### src/rtl/racer_pkg.sv
// racer_pkg
// Types and constants shared by the race-logic blocks (lap_tracker, the HUD
// renderer and the track-collision logic).
//   lap_state_t        : lap sequencer states
//   BEST_NONE          : best-lap value meaning "no valid lap yet"
//   NUM_CP_DEFAULT     : number of ordered checkpoints on the track
//   MAX_LAP_CS_DEFAULT : lap-time limit in 10 ms ticks
package racer_pkg;

  typedef enum logic [1:0] {
    LAP_IDLE,
    LAP_ARMED,
    LAP_RUNNING
  } lap_state_t;

  localparam logic [15:0] BEST_NONE          = 16'hFFFF;
  localparam int          NUM_CP_DEFAULT     = 4;
  localparam int          MAX_LAP_CS_DEFAULT = 6000;

endpackage

### src/rtl/rise_detect.sv
// rise_detect
// Per-bit rising-edge detector with a registered history of the inputs.
//   pclk : system clock
//   rst  : synchronous active-high reset, clears the history
//   sig  : level inputs, WIDTH bits
//   rise : high for bits that are high now and were low last cycle
module rise_detect #(
  parameter int WIDTH = 1
) (
  input  logic             pclk,
  input  logic             rst,
  input  logic [WIDTH-1:0] sig,
  output logic [WIDTH-1:0] rise
);

  logic [WIDTH-1:0] prev;

  always_ff @(posedge pclk) begin
    if (rst) prev <= '0;
    else     prev <= sig;
  end

  assign rise = sig & ~prev;

endmodule

### src/rtl/lap_tracker.sv
// lap_tracker
// Race-lap sequencer: arms when gameplay starts, times laps in prescaled
// ticks, enforces ordered checkpoints, flags timeouts and keeps best lap
// and lap count for the HUD.
//   pclk, rst             : clock, synchronous active-high reset
//   race_active           : gameplay visible; low forces IDLE
//   finish_hit            : level, car over the start/finish line
//   cp_hit                : level per checkpoint
//   lap_finished          : 1-cycle pulse when a lap ends at the line
//   checkpoints_passed    : all checkpoints taken in order this lap
//   max_lap_time_exceeded : 1-cycle pulse when a lap times out
//   lap_time              : current lap time in ticks, saturates at MAX_LAP_CS
//   best_lap              : best valid lap, 16'hFFFF when none
//   lap_count             : valid laps completed, saturates at 15
//   next_cp               : index of the next expected checkpoint
module lap_tracker
  import racer_pkg::*;
#(
  parameter int TICK_DIV   = 650000,
  parameter int NUM_CP     = NUM_CP_DEFAULT,
  parameter int MAX_LAP_CS = MAX_LAP_CS_DEFAULT
) (
  input  logic              pclk,
  input  logic              rst,
  input  logic              race_active,
  input  logic              finish_hit,
  input  logic [NUM_CP-1:0] cp_hit,
  output logic              lap_finished,
  output logic              checkpoints_passed,
  output logic              max_lap_time_exceeded,
  output logic [15:0]       lap_time,
  output logic [15:0]       best_lap,
  output logic [3:0]        lap_count,
  output logic [2:0]        next_cp
);

  localparam int              PW         = (TICK_DIV > 1) ? $clog2(TICK_DIV) : 1;
  localparam logic [PW-1:0]   PRESC_LAST = PW'(TICK_DIV - 1);
  localparam logic [15:0]     LAP_LIMIT  = 16'(MAX_LAP_CS);
  // next_cp can reach NUM_CP (up to 8), so it is kept one bit wider inside.
  localparam logic [3:0]      CP_ALL     = 4'(NUM_CP);

  logic [NUM_CP:0]   edges;
  logic              fin_rise;
  logic [NUM_CP-1:0] cp_rise;
  logic              cp_expected;

  lap_state_t    state_q, state_d;
  logic [PW-1:0] presc_q, presc_d;
  logic [15:0]   lap_time_q, lap_time_d;
  logic [15:0]   best_q, best_d;
  logic [3:0]    count_q, count_d;
  logic [3:0]    next_cp_q, next_cp_d;
  logic          fin_pulse_q, fin_pulse_d;
  logic          timeout_q, timeout_d;
  logic          cp_done_q, cp_done_d;

  rise_detect #(.WIDTH(NUM_CP + 1)) u_rise (
    .pclk (pclk),
    .rst  (rst),
    .sig  ({finish_hit, cp_hit}),
    .rise (edges)
  );

  assign fin_rise = edges[NUM_CP];
  assign cp_rise  = edges[NUM_CP-1:0];

  always_ff @(posedge pclk) begin
    if (rst) begin
      state_q     <= LAP_IDLE;
      presc_q     <= '0;
      lap_time_q  <= '0;
      best_q      <= BEST_NONE;
      count_q     <= '0;
      next_cp_q   <= '0;
      fin_pulse_q <= 1'b0;
      timeout_q   <= 1'b0;
      cp_done_q   <= 1'b0;
    end else begin
      state_q     <= state_d;
      presc_q     <= presc_d;
      lap_time_q  <= lap_time_d;
      best_q      <= best_d;
      count_q     <= count_d;
      next_cp_q   <= next_cp_d;
      fin_pulse_q <= fin_pulse_d;
      timeout_q   <= timeout_d;
      cp_done_q   <= cp_done_d;
    end
  end

  always_comb begin
    state_d     = state_q;
    presc_d     = presc_q;
    lap_time_d  = lap_time_q;
    best_d      = best_q;
    count_d     = count_q;
    next_cp_d   = next_cp_q;
    fin_pulse_d = 1'b0;
    timeout_d   = 1'b0;
    cp_expected = 1'b0;

    // Only the checkpoint currently expected may advance next_cp; once all
    // are taken no index matches, so the count stops at NUM_CP.
    for (int i = 0; i < NUM_CP; i++) begin
      if (cp_rise[i] && (next_cp_q == 4'(i))) cp_expected = 1'b1;
    end

    if (!race_active) begin
      state_d    = LAP_IDLE;
      presc_d    = '0;
      lap_time_d = '0;
      next_cp_d  = '0;
      count_d    = '0;
    end else begin
      case (state_q)
        LAP_IDLE: state_d = LAP_ARMED;
        LAP_ARMED: begin
          if (fin_rise) begin
            state_d    = LAP_RUNNING;
            presc_d    = '0;
            lap_time_d = '0;
            next_cp_d  = '0;
          end
        end
        LAP_RUNNING: begin
          // A line crossing ends the lap and wins over timeout and checkpoints.
          if (fin_rise) begin
            fin_pulse_d = 1'b1;
            if (next_cp_q == CP_ALL) begin
              if (count_q != 4'd15) count_d = count_q + 4'd1;
              if (lap_time_q < best_q) best_d = lap_time_q;
            end
            presc_d    = '0;
            lap_time_d = '0;
            next_cp_d  = '0;
          end else begin
            if (presc_q == PRESC_LAST) begin
              presc_d = '0;
              if (lap_time_q + 16'd1 == LAP_LIMIT) begin
                timeout_d  = 1'b1;
                lap_time_d = LAP_LIMIT;
                next_cp_d  = '0;
                state_d    = LAP_ARMED;
              end else begin
                lap_time_d = lap_time_q + 16'd1;
              end
            end else begin
              presc_d = presc_q + 1'b1;
            end
            if (cp_expected && !timeout_d) next_cp_d = next_cp_q + 4'd1;
          end
        end
        default: state_d = LAP_IDLE;
      endcase
    end

    // On the lap_finished cycle the flag still reports the lap just ended.
    cp_done_d = fin_pulse_d ? (next_cp_q == CP_ALL) : (next_cp_d == CP_ALL);
  end

  assign lap_finished          = fin_pulse_q;
  assign checkpoints_passed    = cp_done_q;
  assign max_lap_time_exceeded = timeout_q;
  assign lap_time              = lap_time_q;
  assign best_lap              = best_q;
  assign lap_count             = count_q;
  assign next_cp               = next_cp_q[2:0];

endmodule

### config.mk
export PLATFORM = sky130hd
export DESIGN_NAME = lap_tracker
export DESIGN_NICKNAME = d
export VERILOG_FILES = /design/src/rtl/racer_pkg.sv /design/src/rtl/rise_detect.sv /design/src/rtl/lap_tracker.sv
export SDC_FILE = /design/constraint.sdc
export NUM_CORES = 1
export LEC_CHECK = 0
export CORE_MARGIN = 1.5
export CORE_UTILIZATION = 51
export DETAILED_ROUTE_END_ITERATION = 6
export PLACE_DENSITY = 0.76
export SLEW_MARGIN = 20
export SYNTH_ARGS = -nofsm -noshare
export SYNTH_HDL_FRONTEND = slang
export SYNTH_SLANG_ARGS = --single-unit
### constraint.sdc
create_clock -name pclk -period 2.2 [get_ports pclk]
set_input_delay 0.44 -clock pclk [delete_from_list [all_inputs] [get_ports pclk]]
set_output_delay 0.44 -clock pclk [all_outputs]
set_load 0.005 [all_outputs]
==> summary.md, run 1 <==
| Metric | Value |
|---|---|
| CP top delay family | simple AND/OR/NAND/NOR gates |
| Syn_area_per_cell | 8.182 um2 |
| Starting Density | 52.83% |
| Synthesized instance count | 499 |
| # hold bufs at CTS | 0 |
| Cell with the most instances after synthesis | nor2_1 |
| Synth warn | 0 |
| Synth cell count leaders | 76 x nor2_1, 70 x dfxtp_1, 38 x nand2_1, 37 x o21ai_0, 27 x inv_1 |
| Max FO, Critical Path | 6 |
| # DRC | 0 |
| Antenna Cells | 0 |
| Async set-reset flop share out of synthesis | 0% |
| Relative slew slack | 73.43% |
| Clock Pin Slew Worst Setup and Hold Paths | 0.08 ns |
| Main flop type after synthesis | dfxtp_1 |
| Status | complete, but fails checks |
| Startpoint Class | flip-flop |
| Finished Layout Cells | 746 |
| Final worst slack | -0.03777 ns |
| First-pass GRT wire length | 18240 um |
| GPL Wtd Cong | 0.9157 |
| Row cnt | 32 |
| Fill cell count | 550 |
| Layout cells sized above 1 | 27.95% |
| Final Cycle Share | 101.7% |
| Dpl hpwl | 7932 um |
| Hold Slack | 0.5313 ns |
| Met2 track demand over resource | 47.37% |
| Ports | 50 |
| Port bufs | 49 |
| Met1 usage | 31.72% |
| Post-Route WL | 11130 um |
| Post-synth EDFFs | 0 |
| Crit-path slowest cell | or4b_4 |
| CP cell instances | buf_6, nand4_1, or4b_4, a221oi_2, o211a_4, nand2_4, mux2_4, a31oi_2 |
| Total Nets Final | 673 |
| Cell taking the most area after synthesis | dfxtp_1 |
| Worst Skew | 0.01173 ns |
| Via count | 4165 |
| Total gr overflow | 0 |
| Bufs and invs on worst path | 1 |
| Critical path data required time | 2.48 ns |
| Root Driver | clkbuf_8 |
| Synth top area share | 34.32% |
| PD cells | 427.2 nW/um2 |
| Register area share after synthesis | 34.32% |
| Tot Pwr | 2.503 mW |
| Vias in the first global route | 3968 |
| Mean number of vias per cell | 5.583 |
| Crit path largest cell delay | 0.51 ns |
| Clk buf depth | 2 |
| Core Box Area | 7727 um2 |
| Synthesis-stage register bit count | 70 |
| Pins Over Slew Limit | 0 |
| Number of distinct library cells after synthesis | 68 |
| Synth-to-layout area growth | 43.49% |
| Ranking of synthesized cells by area | dfxtp_1 34%, ha_1 8.0%, nor2_1 7.0% |
| Die area | 8551 um2 |
| H-tree depth | 3 |
| Die X | 92.47 um |
| Initial antenna violation count | 0 |
| Layout Utilization | 75.81% |
| Crit. End Element | flip-flop |
| CTS tree | built |
| Setup Total Neg Slack | -0.05937 ns |
| Wire length per cell | 14.92 um |
| First-pass DRT Iterations | 5 |
| Max IR drop VDD | 0.3825 mV |
| Maxcap violations | 0 |
| Crit Path Category | flip-flop to flip-flop |
| Tmin final | 2.238 ns |
| Final setup violation count | 3 |
| Mapped cell area | 4083 um2 |
| Post-Syn Nets | 533 |
| Met3 Track Usage GR | 3.530% |
| Antenna Violating Nets Remaining | 0 |
| P_leak | 2.529 nW |
| DP Cell Count | 719 |
| Iteration-0 DRC Markers | 192 |
| Clock sinks | 70 |
| Die height | 92.47 um |
| Hold Crit Class | flip-flop to flip-flop |
| Least-Margin Pin Slew | 0.3955 ns |
| Total Routing Usage GR | 26.34% |
| Largest net degree at the start of global routing | 33 |
| Failing checks | setup timing |
| GRT busiest layer | met2 |
| Worst skew pair latency | 0.36 ns |
| CP arrival | 2.51 ns |
| Num CTS Buffers | 9 |
| RSZ-0062 raised after global routing | true |
| Final Hold Vio Count | 0 |
| Fmax | 0.4469 GHz |
## timing repair
item,in CTS,in global routing
gates cloned,1,0
setup buffers,3,7
resized for setup,23,52
pin swaps,14,27
setup endpoints to repair,22,39
## where the power goes
part           internal (mW)  switching (mW)
Clock                  0.591           0.506
Combinational         0.0619          0.0764
Sequential              1.26         0.00467
Total                   1.92           0.587
## cells in the final DEF, fill, tap and decap left out, types with 13 or more instances in the layout
cell and n:
a21oi_1 13, buf_4 95, clkdlybuf4s50_1 48, dfxtp_1 56
ha_1 24, inv_1 26, mux2i_1 18, nand2_1 38
nand4_1 18, nor2_1 76, nor2b_1 13, o21ai_0 26
o21ai_1 14
## layout make-up
type / count / area [um2] / area share (%)
multi-input combinational: 378 / 2669 / 45.56
timing repair buffer: 153 / 1313 / 22.40
sequential: 70 / 1439 / 24.56
inverter: 27 / 101.3 / 1.730
clock inverter: 5 / 56.30 / 0.9611
tap: 102 / 127.6 / 2.179
clock buffer: 11 / 152.6 / 2.606
## metal layers
layer,part of all wire (%),wire length [um]
met1,42,4723
met2,51,5686
met3,4.6,507
met4,1.9,210
met5,0,0
## per-stage QoR
| step | worst slack (ns) | area, um2 |
|---|---|---|
| CTS | -0.06886 | 5614 |
| floorplan | 0.001393 | 4113 |
| detailed placement | -0.4276 | 5315 |
| global route | -0.1421 | 5858 |
| global placement | -0.3104 | 5315 |
| finish | -0.03777 | 5858 |
## final timing paths
check	from	to	slack, ns	depth (start not counted)
max	lap_time[0]	state_q[0]	-0.04	8
min	presc_q[3]	presc_q[3]	0.53	2
max reg2reg	lap_time[0]	state_q[0]	-0.04	8
min reg2reg	presc_q[3]	presc_q[3]	0.53	2
## state kept, by name, summed over array words and instances (netlist names)
register / flops
lap_time: 16
next_cp_q: 4
checkpoints_passed: 1
u_rise.prev: 5
state_q: 2
max_lap_time_exceeded: 1
lap_count: 4
best_lap: 16
presc_q: 20
lap_finished: 1
## logic make-up after synthesis
family	count (synthesis)	synth area share, %
and+or+nand+nor	223	29.18
AOI/OAI and AO/OA	90	14.10
DFF	70	34.32
buffers and inverters	51	5.302
adders and majority gates	26	7.968
muxes	20	5.057
xor gates and xnor gates	19	4.076
## worst register-to-register path: stages, from the launching register on
cell and delay [ns]:
dfxtp_4 0.38, buf_6 0.11, nand4_1 0.11, or4b_4 0.51
a221oi_2 0.32, o211a_4 0.23, nand2_4 0.08, mux2_4 0.31
a31oi_2 0.12
Power figures use the tool's default switching activity.
==> run 2, diff against run 1 <==
Settings changed: HOLD_SLACK_MARGIN set to 0.08.
==> results of run 2 <==
No change in the layout: final DEF, timing and power equal those of run 1.
==> run 3, diff against run 2 <==
Settings changed: CORE_UTILIZATION 51 to 35, PLACE_DENSITY 0.76 to 0.55.
==> summary.md, run 3 (same netlist as run 1, synthesis figures left out) <==
| Metric | Value |
|---|---|
| First-pass GRT wire length | 18720 um |
| Least-Margin Pin Slew | 0.4855 ns |
| Placed Instance Area | 5424 um2 |
| Setup Total Neg Slack | -0.2005 ns |
| P_leak | 2.701 nW |
| Final setup violation count | 5 |
| Row cnt | 39 |
| Ports | 50 |
| Final Hold Vio Count | 0 |
| First-pass DRT Iterations | 4 |
| Mean number of vias per cell | 5.069 |
| Startpoint Class | flip-flop |
| Fill cell count | 1073 |
| CTS tree | built |
| Starting Density | 35.75% |
| Initial antenna violation count | 0 |
| Max IR drop VDD | 0.3241 mV |
| Clock Pin Slew Worst Setup and Hold Paths | 0.06 ns |
| Multi-input logic area | 2710 um2 |
| Placement Setup Slack | -0.4280 ns |
| Wire length per cell | 13.83 um |
| Antenna Cells | 0 |
| H-tree depth | 3 |
| Clk buf depth | 2 |
| # DRC | 0 |
| Most flop-heavy register | presc_q |
| Iteration-0 DRC Markers | 197 |
| Fmax | 0.4425 GHz |
| Critical path data required time | 2.47 ns |
| Antenna Violating Nets Remaining | 0 |
| Port bufs | 49 |
| Most frequent cells in the layout | 104 x buf_4, 73 x nor2_1, 55 x dfxtp_1 |
| Status | complete, but fails checks |
| Clock sinks | 70 |
| Crit Path Category | flip-flop to flip-flop |
| Hold Crit Class | flip-flop to flip-flop |
| Max FFs per register | 20 |
| Synth-to-layout area growth | 51.82% |
| Crit. End Element | flip-flop |
| CP arrival | 2.53 ns |
| Core Box Area | 11420 um2 |
| Crit path largest cell delay | 0.58 ns |
| RSZ-0062 raised after global routing | true |
| CP cell instances | nand3_2, or4b_4, nor3_4, nand4_1, buf_4, or4_4, a21oi_2 |
| Root Driver | clkbuf_16 |
| Sequential cell area | 1440 um2 |
| Commonest non-fill, non-tap cell in the layout | buf_4 |
| Via count | 4050 |
| Largest net degree at the start of global routing | 38 |
| Worst Skew | 0.005951 ns |
| Pins Over Slew Limit | 0 |
| Final Cycle Share | 102.7% |
| Die area | 12320 um2 |
| Total Nets Final | 685 |
| Relative slew slack | 67.64% |
| Failing checks | setup timing |
| GPL Wtd Cong | 0.8431 |
| # hold bufs at CTS | 0 |
| Post-Route WL | 11050 um |
| Max FO, Critical Path | 2 |
| PD cells | 490.1 nW/um2 |
| Vias in the first global route | 3958 |
| Dpl hpwl | 8126 um |
| Die X | 111.0 um |
| Total gr overflow | 0 |
| Worst skew pair latency | 0.33 ns |
| Post-route cell area | 6198 um2 |
| Die height | 111.0 um |
| Layout cells sized above 1 | 30.18% |
| Crit-path slowest cell | or4b_4 |
| Maxcap violations | 0 |
| Total Routing Usage GR | 18.25% |
| Tmin final | 2.260 ns |
| Final worst slack | -0.05988 ns |
| Num CTS Buffers | 9 |
run 3: cell count changes in the layout (fill, tap and decap cells not counted), sizes merged:
cell and delta:
clkbuf +3, clkinv -2, buf +11, bufinv +1
clkinvlp -1
run 3: layout make-up:
cell class	count	share of cell area (%)
flip-flops and latches	70	23.23
repair buffers	165	23.07
clock inverters	3	1.050
multi-input cells	378	43.72
inverters	27	1.675
well taps	143	2.887
clock buffers	13	4.360
run 3: report_power, final:
part,switching [mW],total (mW),internal [mW]
Sequential,0.00494,1.27,1.27
Clock,0.541,1.62,1.08
Combinational,0.0778,0.142,0.0643
run 3: metal layers:
layer,up-vias,GRT usage [%],wire (um)
li1,2065,-,-
met3,14,2.296,354
met5,-,0,0
met2,61,31.93,5380
met4,0,5.983,161
met1,1910,23.22,5157
run 3: stage by stage:
| step | util (%) | hold WS (ns) | instances | total power, mW |
|---|---|---|---|---|
| finish | 54.28 | 0.5187 | 799 | 3.038 |
| global route | 54.28 | 0.5531 | 799 | 3.161 |
| CTS | 52.10 | 0.5251 | 787 | 3.075 |
| detailed placement | 47.50 | 0.5100 | 766 | 1.438 |
| global placement | 47.50 | 0.4991 | 766 | 1.436 |
| floorplan | - | 0.4649 | 499 | 1.376 |
run 3: repair_timing:
item | CTS | global route
pin swaps | 18 | 27
gates cloned | 1 | 1
buffers inserted | 4 | 11
endpoints found under the setup margin | 37 | 38
gates resized for setup | 41 | 52
run 3: final timing paths:
kind                             startpoint           to  slack, ns  cells after the start
worst min-delay path             presc_q[3]   presc_q[3]       0.52                      2
worst max register to register  presc_q[14]  lap_time[5]      -0.06                      7
worst min register to register   presc_q[3]   presc_q[3]       0.52                      2
worst max-delay path            presc_q[14]  lap_time[5]      -0.06                      7
run 3: worst max-delay path, delay by kind of cell, from the launching register on:
family	cells	cell delay (ns)
buffers and inverters	1	0.17
AND/OR/NAND/NOR	5	1.57
AO/OA/AOI/OAI	1	0.12
flip-flops	1	0.33
